===== config.mk =====
export PLATFORM = sky130hd
export DESIGN_NAME = cm_bus_ctrl_flat
export DESIGN_NICKNAME = d
export VERILOG_FILES = /design/src/rtl/cm_bus_pkg.sv /design/src/rtl/cm_bus_ctrl_if.sv /design/src/rtl/cm_sync.sv /design/src/rtl/cm_bus_ctrl.sv /design/src/flat_wrapper.sv
export SDC_FILE = /design/constraint.sdc
export NUM_CORES = 1
export LEC_CHECK = 0
export CAP_MARGIN = 20
export CORE_MARGIN = 4
export CORE_UTILIZATION = 35
export CTS_CLUSTER_DIAMETER = 120
export DETAILED_ROUTE_END_ITERATION = 6
export PLACE_DENSITY = 0.73
export SYNTH_ARGS = -nofsm -noshare
export SYNTH_HDL_FRONTEND = slang
export SYNTH_SLANG_ARGS = --single-unit
export TNS_END_PERCENT = 1

===== constraint.sdc =====
create_clock -name clk -period 3.3 [get_ports clk]
set_input_delay 0.495 -clock clk [delete_from_list [all_inputs] [get_ports clk]]
set_output_delay 0.495 -clock clk [all_outputs]
set_load 0.05 [all_outputs]

===== src/rtl/cm_bus_pkg.sv =====
// Shared types and default constants for the FPGA-MCU byte bus controller.
package cm_bus_pkg;

    localparam int DATA_W             = 8;
    localparam int DEF_SYNC_STAGES    = 2;
    localparam int DEF_TURN_CYCLES    = 2;
    localparam int DEF_TIMEOUT_CYCLES = 1024;

    typedef enum logic [2:0] {
        IDLE,
        CLAIM,
        DRIVE,
        TX_STB,
        TX_REL,
        RX_ACK
    } state_t;

endpackage


===== src/rtl/cm_bus_ctrl_if.sv =====
// Tri-state bus interface signals plus the 4-wire FPGA/MCU handshake.
interface cm_bus_ctrl_if;
    import cm_bus_pkg::*;

    logic [DATA_W-1:0] bus_data_out;
    logic              bus_drive_en;
    logic [DATA_W-1:0] bus_data_in;
    logic              fpga_dir;
    logic              fpga_stb;
    logic              fpga_ack;
    logic              mcu_stb;
    logic              mcu_ack;

    // Controller side
    modport master (
        output bus_data_out, bus_drive_en, fpga_dir, fpga_stb, fpga_ack,
        input  bus_data_in, mcu_stb, mcu_ack
    );

    // Tri-state pad / MCU side
    modport slave (
        input  bus_data_out, bus_drive_en, fpga_dir, fpga_stb, fpga_ack,
        output bus_data_in, mcu_stb, mcu_ack
    );

endinterface


===== src/rtl/cm_sync.sv =====
// Single-bit multi-flop synchronizer with synchronous clear.
module cm_sync #(
    parameter int STAGES = 2
) (
    input  logic clk,
    input  logic rst,
    input  logic d,
    output logic q
);

    logic [STAGES-1:0] sr_p;

    always_ff @(posedge clk) begin
        if (rst) sr_p <= '0;
        else     sr_p <= {sr_p[STAGES-2:0], d};
    end

    assign q = sr_p[STAGES-1];

endmodule


===== src/rtl/cm_bus_ctrl.sv =====
// FPGA-MCU shared bus byte sequencer: direction arbitration, TX/RX handshakes.
// Optional handshake timeout enabled with `define CM_BUS_TIMEOUT_EN.
module cm_bus_ctrl
    import cm_bus_pkg::*;
#(
    parameter int SYNC_STAGES    = DEF_SYNC_STAGES,
    parameter int TURN_CYCLES    = DEF_TURN_CYCLES,
    parameter int TIMEOUT_CYCLES = DEF_TIMEOUT_CYCLES
) (
    input  logic              clk,
    input  logic              rst,
    input  logic [DATA_W-1:0] tx_data,
    input  logic              tx_valid,
    output logic              tx_ready,
    output logic [DATA_W-1:0] rx_data,
    output logic              rx_valid,
    output logic              err,
    output logic              busy,
    cm_bus_ctrl_if.master     bus
);

    localparam int CNT_MAX = (SYNC_STAGES > TURN_CYCLES) ? SYNC_STAGES : TURN_CYCLES;
    localparam int CNT_W   = $clog2(CNT_MAX + 1);

    if (SYNC_STAGES < 2) begin : g_chk_sync
        $error("SYNC_STAGES must be at least 2");
    end
    if (TURN_CYCLES < 1) begin : g_chk_turn
        $error("TURN_CYCLES must be at least 1");
    end
    if (TIMEOUT_CYCLES < 1) begin : g_chk_tout
        $error("TIMEOUT_CYCLES must be at least 1");
    end

    state_t            state, state_nxt;
    logic [CNT_W-1:0]  cnt, cnt_nxt;
    logic              pending;
    logic [DATA_W-1:0] tx_byte;
    logic [DATA_W-1:0] rx_byte;
    logic              rx_pulse;
    logic              stb_s, ack_s;
    logic              accept, rx_enter, tx_done, to_hit;

    cm_sync #(.STAGES(SYNC_STAGES)) u_sync_stb (
        .clk (clk),
        .rst (rst),
        .d   (bus.mcu_stb),
        .q   (stb_s)
    );

    cm_sync #(.STAGES(SYNC_STAGES)) u_sync_ack (
        .clk (clk),
        .rst (rst),
        .d   (bus.mcu_ack),
        .q   (ack_s)
    );

    always_comb begin
        state_nxt = state;
        accept    = 1'b0;
        rx_enter  = 1'b0;
        tx_done   = 1'b0;
        case (state)
            IDLE: begin
                // MCU data wins; a pending byte from a lost race is retried before new input
                if (stb_s) begin
                    state_nxt = RX_ACK;
                    rx_enter  = 1'b1;
                end else if (pending) begin
                    state_nxt = CLAIM;
                end else if (tx_valid) begin
                    state_nxt = CLAIM;
                    accept    = 1'b1;
                end
            end
            CLAIM: begin
                if (stb_s) begin
                    state_nxt = RX_ACK;
                    rx_enter  = 1'b1;
                end else if (cnt == CNT_W'(SYNC_STAGES)) begin
                    state_nxt = DRIVE;
                end
            end
            DRIVE: begin
                if (cnt == CNT_W'(TURN_CYCLES - 1)) state_nxt = TX_STB;
            end
            TX_STB: begin
                if (ack_s) state_nxt = TX_REL;
            end
            TX_REL: begin
                if (!ack_s) begin
                    state_nxt = IDLE;
                    tx_done   = 1'b1;
                end
            end
            RX_ACK: begin
                if (!stb_s) state_nxt = IDLE;
            end
            default: state_nxt = IDLE;
        endcase

        if (to_hit) begin
            state_nxt = IDLE;
            tx_done   = 1'b1;
        end

        if ((state_nxt != state) || !(state inside {CLAIM, DRIVE})) cnt_nxt = '0;
        else                                                        cnt_nxt = cnt + 1'b1;
    end

    always_ff @(posedge clk) begin
        if (rst) begin
            state    <= IDLE;
            cnt      <= '0;
            pending  <= 1'b0;
            tx_byte  <= '0;
            rx_byte  <= '0;
            rx_pulse <= 1'b0;
        end else begin
            state    <= state_nxt;
            cnt      <= cnt_nxt;
            rx_pulse <= rx_enter;
            if (accept) begin
                pending <= 1'b1;
                tx_byte <= tx_data;
            end else if (tx_done) begin
                pending <= 1'b0;
            end
            if (rx_enter) rx_byte <= bus.bus_data_in;
        end
    end

`ifdef CM_BUS_TIMEOUT_EN
    localparam int TO_W = $clog2(TIMEOUT_CYCLES + 1);

    logic [TO_W-1:0] to_cnt;
    logic            waiting;
    logic            err_r;

    assign waiting = state inside {TX_STB, TX_REL, RX_ACK};
    assign to_hit  = waiting && (to_cnt == TO_W'(TIMEOUT_CYCLES - 1));

    always_ff @(posedge clk) begin
        if (rst) begin
            to_cnt <= '0;
            err_r  <= 1'b0;
        end else begin
            err_r <= to_hit;
            if ((state_nxt != state) || !waiting) to_cnt <= '0;
            else                                  to_cnt <= to_cnt + 1'b1;
        end
    end

    assign err = err_r;
`else
    assign to_hit = 1'b0;
    assign err    = 1'b0;
`endif

    // Bus pins are decoded from state so a reset or timeout releases them on the same edge
    assign bus.bus_data_out = tx_byte;
    assign bus.bus_drive_en = state inside {DRIVE, TX_STB, TX_REL};
    assign bus.fpga_dir     = state inside {CLAIM, DRIVE, TX_STB, TX_REL};
    assign bus.fpga_stb     = (state == TX_STB);
    assign bus.fpga_ack     = (state == RX_ACK);

    assign tx_ready = (state == IDLE) && !stb_s && !pending;
    assign busy     = (state != IDLE) || pending;
    assign rx_data  = rx_byte;
    assign rx_valid = rx_pulse;

endmodule


===== src/flat_wrapper.sv =====
// flat-port wrapper written by rule: the top's interface ports become plain ports
module cm_bus_ctrl_flat import cm_bus_pkg::*;
#(
    parameter int SYNC_STAGES    = DEF_SYNC_STAGES,
    parameter int TURN_CYCLES    = DEF_TURN_CYCLES,
    parameter int TIMEOUT_CYCLES = DEF_TIMEOUT_CYCLES
)
  (clk, rst, tx_data, tx_valid, tx_ready, rx_data, rx_valid, err, busy, bus_bus_data_out, bus_bus_drive_en, bus_fpga_dir, bus_fpga_stb, bus_fpga_ack, bus_bus_data_in, bus_mcu_stb, bus_mcu_ack);
  cm_bus_ctrl_if bus_i ();
  input  logic clk;
  input  logic rst;
  input  logic [DATA_W-1:0] tx_data;
  input  logic tx_valid;
  output logic tx_ready;
  output logic [DATA_W-1:0] rx_data;
  output logic rx_valid;
  output logic err;
  output logic busy;
  output wire logic [$bits(bus_i.bus_data_out)-1:0] bus_bus_data_out;
  output wire logic [$bits(bus_i.bus_drive_en)-1:0] bus_bus_drive_en;
  output wire logic [$bits(bus_i.fpga_dir)-1:0] bus_fpga_dir;
  output wire logic [$bits(bus_i.fpga_stb)-1:0] bus_fpga_stb;
  output wire logic [$bits(bus_i.fpga_ack)-1:0] bus_fpga_ack;
  input wire logic [$bits(bus_i.bus_data_in)-1:0] bus_bus_data_in;
  input wire logic [$bits(bus_i.mcu_stb)-1:0] bus_mcu_stb;
  input wire logic [$bits(bus_i.mcu_ack)-1:0] bus_mcu_ack;
  assign bus_bus_data_out = bus_i.bus_data_out;
  assign bus_bus_drive_en = bus_i.bus_drive_en;
  assign bus_fpga_dir = bus_i.fpga_dir;
  assign bus_fpga_stb = bus_i.fpga_stb;
  assign bus_fpga_ack = bus_i.fpga_ack;
  assign bus_i.bus_data_in = bus_bus_data_in;
  assign bus_i.mcu_stb = bus_mcu_stb;
  assign bus_i.mcu_ack = bus_mcu_ack;
  cm_bus_ctrl #(.SYNC_STAGES(SYNC_STAGES), .TURN_CYCLES(TURN_CYCLES), .TIMEOUT_CYCLES(TIMEOUT_CYCLES)) u_core (.clk(clk), .rst(rst), .tx_data(tx_data), .tx_valid(tx_valid), .tx_ready(tx_ready), .rx_data(rx_data), .rx_valid(rx_valid), .err(err), .busy(busy), .bus(bus_i));
endmodule

# After elaboration in Yosys (flattened, before gate mapping)
# Cells that the tools add are included.
word_totals:
  ff_bits: 27
  out_inout_bits: 24
  word_cells: 52
op_classes:
  addsub: 1
  n_reduce_logical: 15
  eq_ne: 8
  muxes: 20
ops:
  columns: ["cell", "count"]
  rows:
  - ["3-bit 2-to-1 mux", 9]
  - ["3-bit case mux with 6 select lines", 1]
  - ["1-bit 2-to-1 mux", 10]
  - ["3-bit by 2-bit == test with 1-bit output (second input constant)", 2]
  - ["3-bit == test (second input constant)", 2]
  - ["3-bit nonzero test", 2]
  - ["2-bit nonzero test", 2]
  - ["4-bit nonzero test", 1]
  - ["2-bit OR reduction", 2]
  - ["3-bit by 1-bit == test with 1-bit output (second input constant)", 1]
  - ["1-bit logical NOT", 3]
  - ["3-bit logical NOT", 1]
  - ["3-bit inequality test", 1]
  - ["2-bit by 1-bit adder with 2-bit output (second input constant)", 1]
  - ["2-bit by 1-bit == test with 1-bit output (second input constant)", 1]
  - ["2-bit == test (second input constant)", 1]
  - ["1-bit logical AND", 2]
  - ["1-bit logical OR", 2]

# Longest topological paths before layout
# Gate-level depths: netlist of run 1.
logic_depth:
  ltp_word: 7
  mapped_depth: 5
  depth_no_buf: 5

# Modules after synthesis
# From an unflattened synthesis of run 1, not the netlist that was laid out.
hier_totals:
  cells_unflattened: 126
  hier_area_um2: 1138.6
by_module_without_submodules:
  columns: ["mod", "n_inst", "area_each_um2", "cells_each"]
  rows:
  - ["cm_bus_ctrl", 1, 1033.5, 118]
  - ["cm_sync", 2, 52.6, 4]

# Worst setup path before layout of run 1
# OpenSTA, ideal clock, no wires.
synth_path:
  path_kind: "reg-to-output"
  startpoint: "reg u_core.state[1]"
  endpoint: "out tx_ready"
  t_required_ps: 2805
  setup_slack_ps: 1012
  t_arrival_ps: 1793
  path_buffers: 1
  stages_incl_launch_ff: 5
  path_cell_list: "dfxtp_1 buf_6 nor4_4 inv_4 nor2_1"
synth_between:
  elab_chain_cells: 3
synth_rtl:
  columns: ["element", "line_no", "text"]
  rows:
  - ["start, declared", "cm_bus_ctrl.sv:35", "state_t state, state_nxt;"]
  - ["start signal, assigned", "cm_bus_ctrl.sv:120", "state <= state_nxt;"]
  - ["3-bit logical NOT", "cm_bus_ctrl.sv:167", "assign tx_ready = (state == IDLE) && !stb_s && !pending;"]
  - ["1-bit logical AND (2 in series)", "cm_bus_ctrl.sv:167", null]
  - ["end, declared", "flat_wrapper.sv:14", "output logic tx_ready;"]
# Every way passes these cells.

# Worst setup path in the final report of run 1
# Same ends and word-level chain as after synthesis.

==> impl_metrics.tcl, run 1 <==
set metrics [dict create \
    cpLargestDelayFamily "buffers and inverters" \
    grt_use_met1 0.1542 \
    detail_route.first_pass.iterations 4 \
    startpoint_type "register" \
    critical_path.endpoint_type "primary output" \
    area.sequential_sq_um 540.5 \
    fin_setup_tns_ns 0 \
    ys_types 36 \
    dp_hpwl_um 2065 \
    number_of_endpoints_with_negative_hold_slack_in_the_final_report 0 \
    initial_core_util 0.3726 \
    crit_path_max_incr_delay_ns 0.80 \
    setup_ws_ns 0.2920 \
    synth-main-ff-cell "sky130_fd_sc_hd__dfxtp_1" \
    total_leakage_power_nw 0.5852 \
    cts_buffer_depth 2 \
    power.ir.vdd_worst_mv 0.2211 \
    globalRouteOverflowTotal 0 \
    worst_pin_slew_ns 0.6015 \
    clk_pin_slew_worst_paths_ns 0.13 \
    postSynthNetCount 149 \
    parity_gate_share_of_the_synthesized_area_counting_xor_and_xnor_cells 0.007576 \
    synthSimpleGateAreaFrac 0.2229 \
    cts.hold.buffers_added 0 \
    yosys_register_bits 27 \
    timing.critical_path.fanout_max 17 \
    cts_made_buffers 3 \
    postCtsSetupRepairBufs 0 \
    worst_hold_path_startpoint "u_core.u_sync_stb.sr_p[0]" \
    worst_hold_path_type "reg2reg" \
    routed_wire_length_per_instance_um 12.81 \
    numPlacedInstances 206 \
    post_cts_resize_count 0 \
    die_width_um 65.48 \
    synth_top_area_frac 0.4675 \
    drv_slew 0 \
    timing.fmax_mhz 332.4 \
    run_status "finished, final reports clean" \
    antenna_violating_nets_post_route 0 \
    timing.critical_path.slowest_stage_cell "sky130_fd_sc_hd__clkdlybuf4s50_1" \
    fillCellCount 302 \
    globalRoute.busiestLayer "met2" \
    crit_required_ns 2.80 \
    die-area_sq_um 4287 \
    synthTopCellsByCount "sky130_fd_sc_hd__dfxtp_1, sky130_fd_sc_hd__a21oi_1, sky130_fd_sc_hd__nor2_1" \
    synth.area.mux_share 0.06926 \
    areaGrowthSynthToFinish_pct 41.45 \
    yosys.area.top_type "sky130_fd_sc_hd__dfxtp_1" \
    insertedDiodeCount 0 \
    finalClockSkew_ns 0.01360 \
    reg2reg_setup_slack_ns 1.67 \
    replace_congestion 0.8295 \
    multi_input_comb_area_sq_um 541.8 \
    boundaryPins 45 \
    cts_root_buf "sky130_fd_sc_hd__clkbuf_4" \
    number_of_antenna_violations_at_the_first_check_in_global_routing 0 \
    stdcell_count 210 \
    post_dr_vias_cell 4.824 \
    critPathBufInv 2 \
    mappedNetlistArea_sq_um 1156 \
    timing.final.crit_period_ns 3.008 \
    reg_to_reg_startpoint "u_core.state[1]" \
    initial_drc_count 67 \
    port_buffers 43 \
    core_region_area_sq_um 3103 \
    maxCapViolations 0 \
    timing.final.setup_violations 0 \
    worst_setup_path_startpoint "u_core.state[1]" \
    detailroute.via_count 1013 \
    synth-seq-area-share 0.4675 \
    fp.dieH_um 65.48 \
    synth-edff-count 0 \
    synth_compound_area_frac 0.1439 \
    synth_top_family_by_area "simple AND/OR/NAND/NOR gates" \
    cts.sinks 27 \
    yosysMostFrequentCell "sky130_fd_sc_hd__dfxtp_1" \
    crit_arrival_ns 2.51 \
    drc 0 \
    met2_usage 0.2238 \
    timing_worst_setup_path_type "reg2out" \
    layout-drive-gt1-share 0.05422 \
    tritoncts "built" \
    syn_area_per_cell_sq_um 9.175 \
    first_global_vias 1041 \
    netlist_top_cells_area "sky130_fd_sc_hd__dfxtp_1, sky130_fd_sc_hd__mux2i_1, sky130_fd_sc_hd__a21oi_1" \
    htreeDepth 1 \
    grt_setup_unrepaired "false" \
    power_per_cell_area_nw_per_um2 428.1 \
    worst_skew_pair.late_latency_ns 0.33 \
    pin_count_of_the_biggest_net_entering_global_routing 26 \
    routed_wirelength_um 2691 \
    dpl_worst_slack_ns 0.6765 \
    worst_slew_margin_rel 0.5960 \
    synth-adder-area-share 0.02165 \
    yosys_warnings 0 \
    finalCritPeriodShare 0.9115 \
    critical_path.cell_chain "nor4_4, inv_4, nor2_1, clkdlybuf4s50_1" \
    syn_inst 126 \
    groute.layer.met3.usage 0.04274 \
    layout.nets 190 \
    grtUsageTotal 0.1348 \
    ys_async_sr_fraction 0 \
    grt_first_pass_wirelength_um 4519 \
    row_count 20 \
]
[routing by layer]
layer  up-vias  wire length (um)  share of wire
li1        515                 -              -
met4         0                68          0.025
met5         -                 0              0
met2        35              1292           0.48
met1       457              1154           0.43
met3         6               175          0.065
[worst reg2reg max path, stage by stage, from the launching register on]
cell and delay, ns:
sky130_fd_sc_hd__dfxtp_1 0.50, sky130_fd_sc_hd__nor4_4 0.64, sky130_fd_sc_hd__inv_4 0.13, sky130_fd_sc_hd__o21ai_1 0.17
sky130_fd_sc_hd__a21oi_1 0.09
[report_power, final]
part	switching [W]	leakage, nW	internal [W]
clock network	0.0000960	0.0177	0.0000454
registers	0.0000154	0.221	0.000343
logic	0.000120	0.347	0.0000798
total	0.000231	0.585	0.000469
[cell families (layout without fill, tap and decap cells)]
kind of cell,count (synthesis),after routing
mux,8,8
flops,27,27
buf+inv,15,55
xor+xnor,1,1
simple gates,44,44
fa+ha+maj,2,2
compound gates,28,28
other cells,1,1
[metrics by stage]
step / instance area [sq um] / utilization / hold WS, ns / total power (W)
global route: 1635 / 0.5270 / 0.4748 / 0.0007367
finish: 1635 / 0.5270 / 0.4575 / 0.0007000
CTS: 1635 / 0.5270 / 0.4590 / 0.0007087
global placement: 1608 / 0.5181 / 0.4221 / 0.0005619
floorplan: 1156 / - / 0.4138 / 0.0004933
detailed placement: 1608 / 0.5181 / 0.4285 / 0.0005662
[flip-flops by register name, summed over array words and instances, names as in the netlist]
| signal | cells |
|---|---|
| u_core.cnt | 2 |
| u_core.u_sync_ack.sr_p | 2 |
| u_core.state | 3 |
| u_core.bus.bus_data_out | 8 |
| u_core.rx_data | 8 |
| u_core.rx_valid | 1 |
| u_core.u_sync_stb.sr_p | 2 |
| u_core.pending | 1 |
[layout make-up]
type | instances | area share
multi-input cells | 84 | 0.3313
flip-flops and latches | 27 | 0.3305
well taps | 44 | 0.03366
inverters | 6 | 0.01530
clock inverters | 1 | 0.003060
repair buffers | 45 | 0.2724
clock buffers | 3 | 0.01377
[placed cells by master (no fill, tap or decap), types with 3 or more instances in the layout]
master and instances:
sky130_fd_sc_hd__inv_1 5, sky130_fd_sc_hd__nand3_1 8, sky130_fd_sc_hd__clkdlybuf4s50_1 43, sky130_fd_sc_hd__clkbuf_4 3
sky130_fd_sc_hd__mux2i_1 8, sky130_fd_sc_hd__nor2_1 10, sky130_fd_sc_hd__o21ai_1 8, sky130_fd_sc_hd__a21oi_1 11
sky130_fd_sc_hd__dfxtp_1 27, sky130_fd_sc_hd__nor2b_1 7, sky130_fd_sc_hd__nand2_1 3, sky130_fd_sc_hd__nand2b_1 4
[path summary, 6_finish.rpt]
kind | end | cells after the start
worst max-delay path | tx_ready | 4
worst min-delay path | u_core.u_sync_stb.sr_p[1] | 1
worst max register to register | u_core.bus.bus_data_out[1] | 4
worst min register to register | u_core.u_sync_stb.sr_p[1] | 1
No activity file was read; power rests on OpenSTA's default activity.
==> run 2, diff against run 1 <==
HOLD_SLACK_MARGIN = 0.05   (was unset)
==> results of run 2 <==
The final DEF is identical to that of run 1; final timing and power are the same.
==> run 3, diff against run 2 <==
CAP_MARGIN = unset   (was 20)
==> results of run 3 <==
The final DEF is identical to that of run 1; final timing and power are the same.
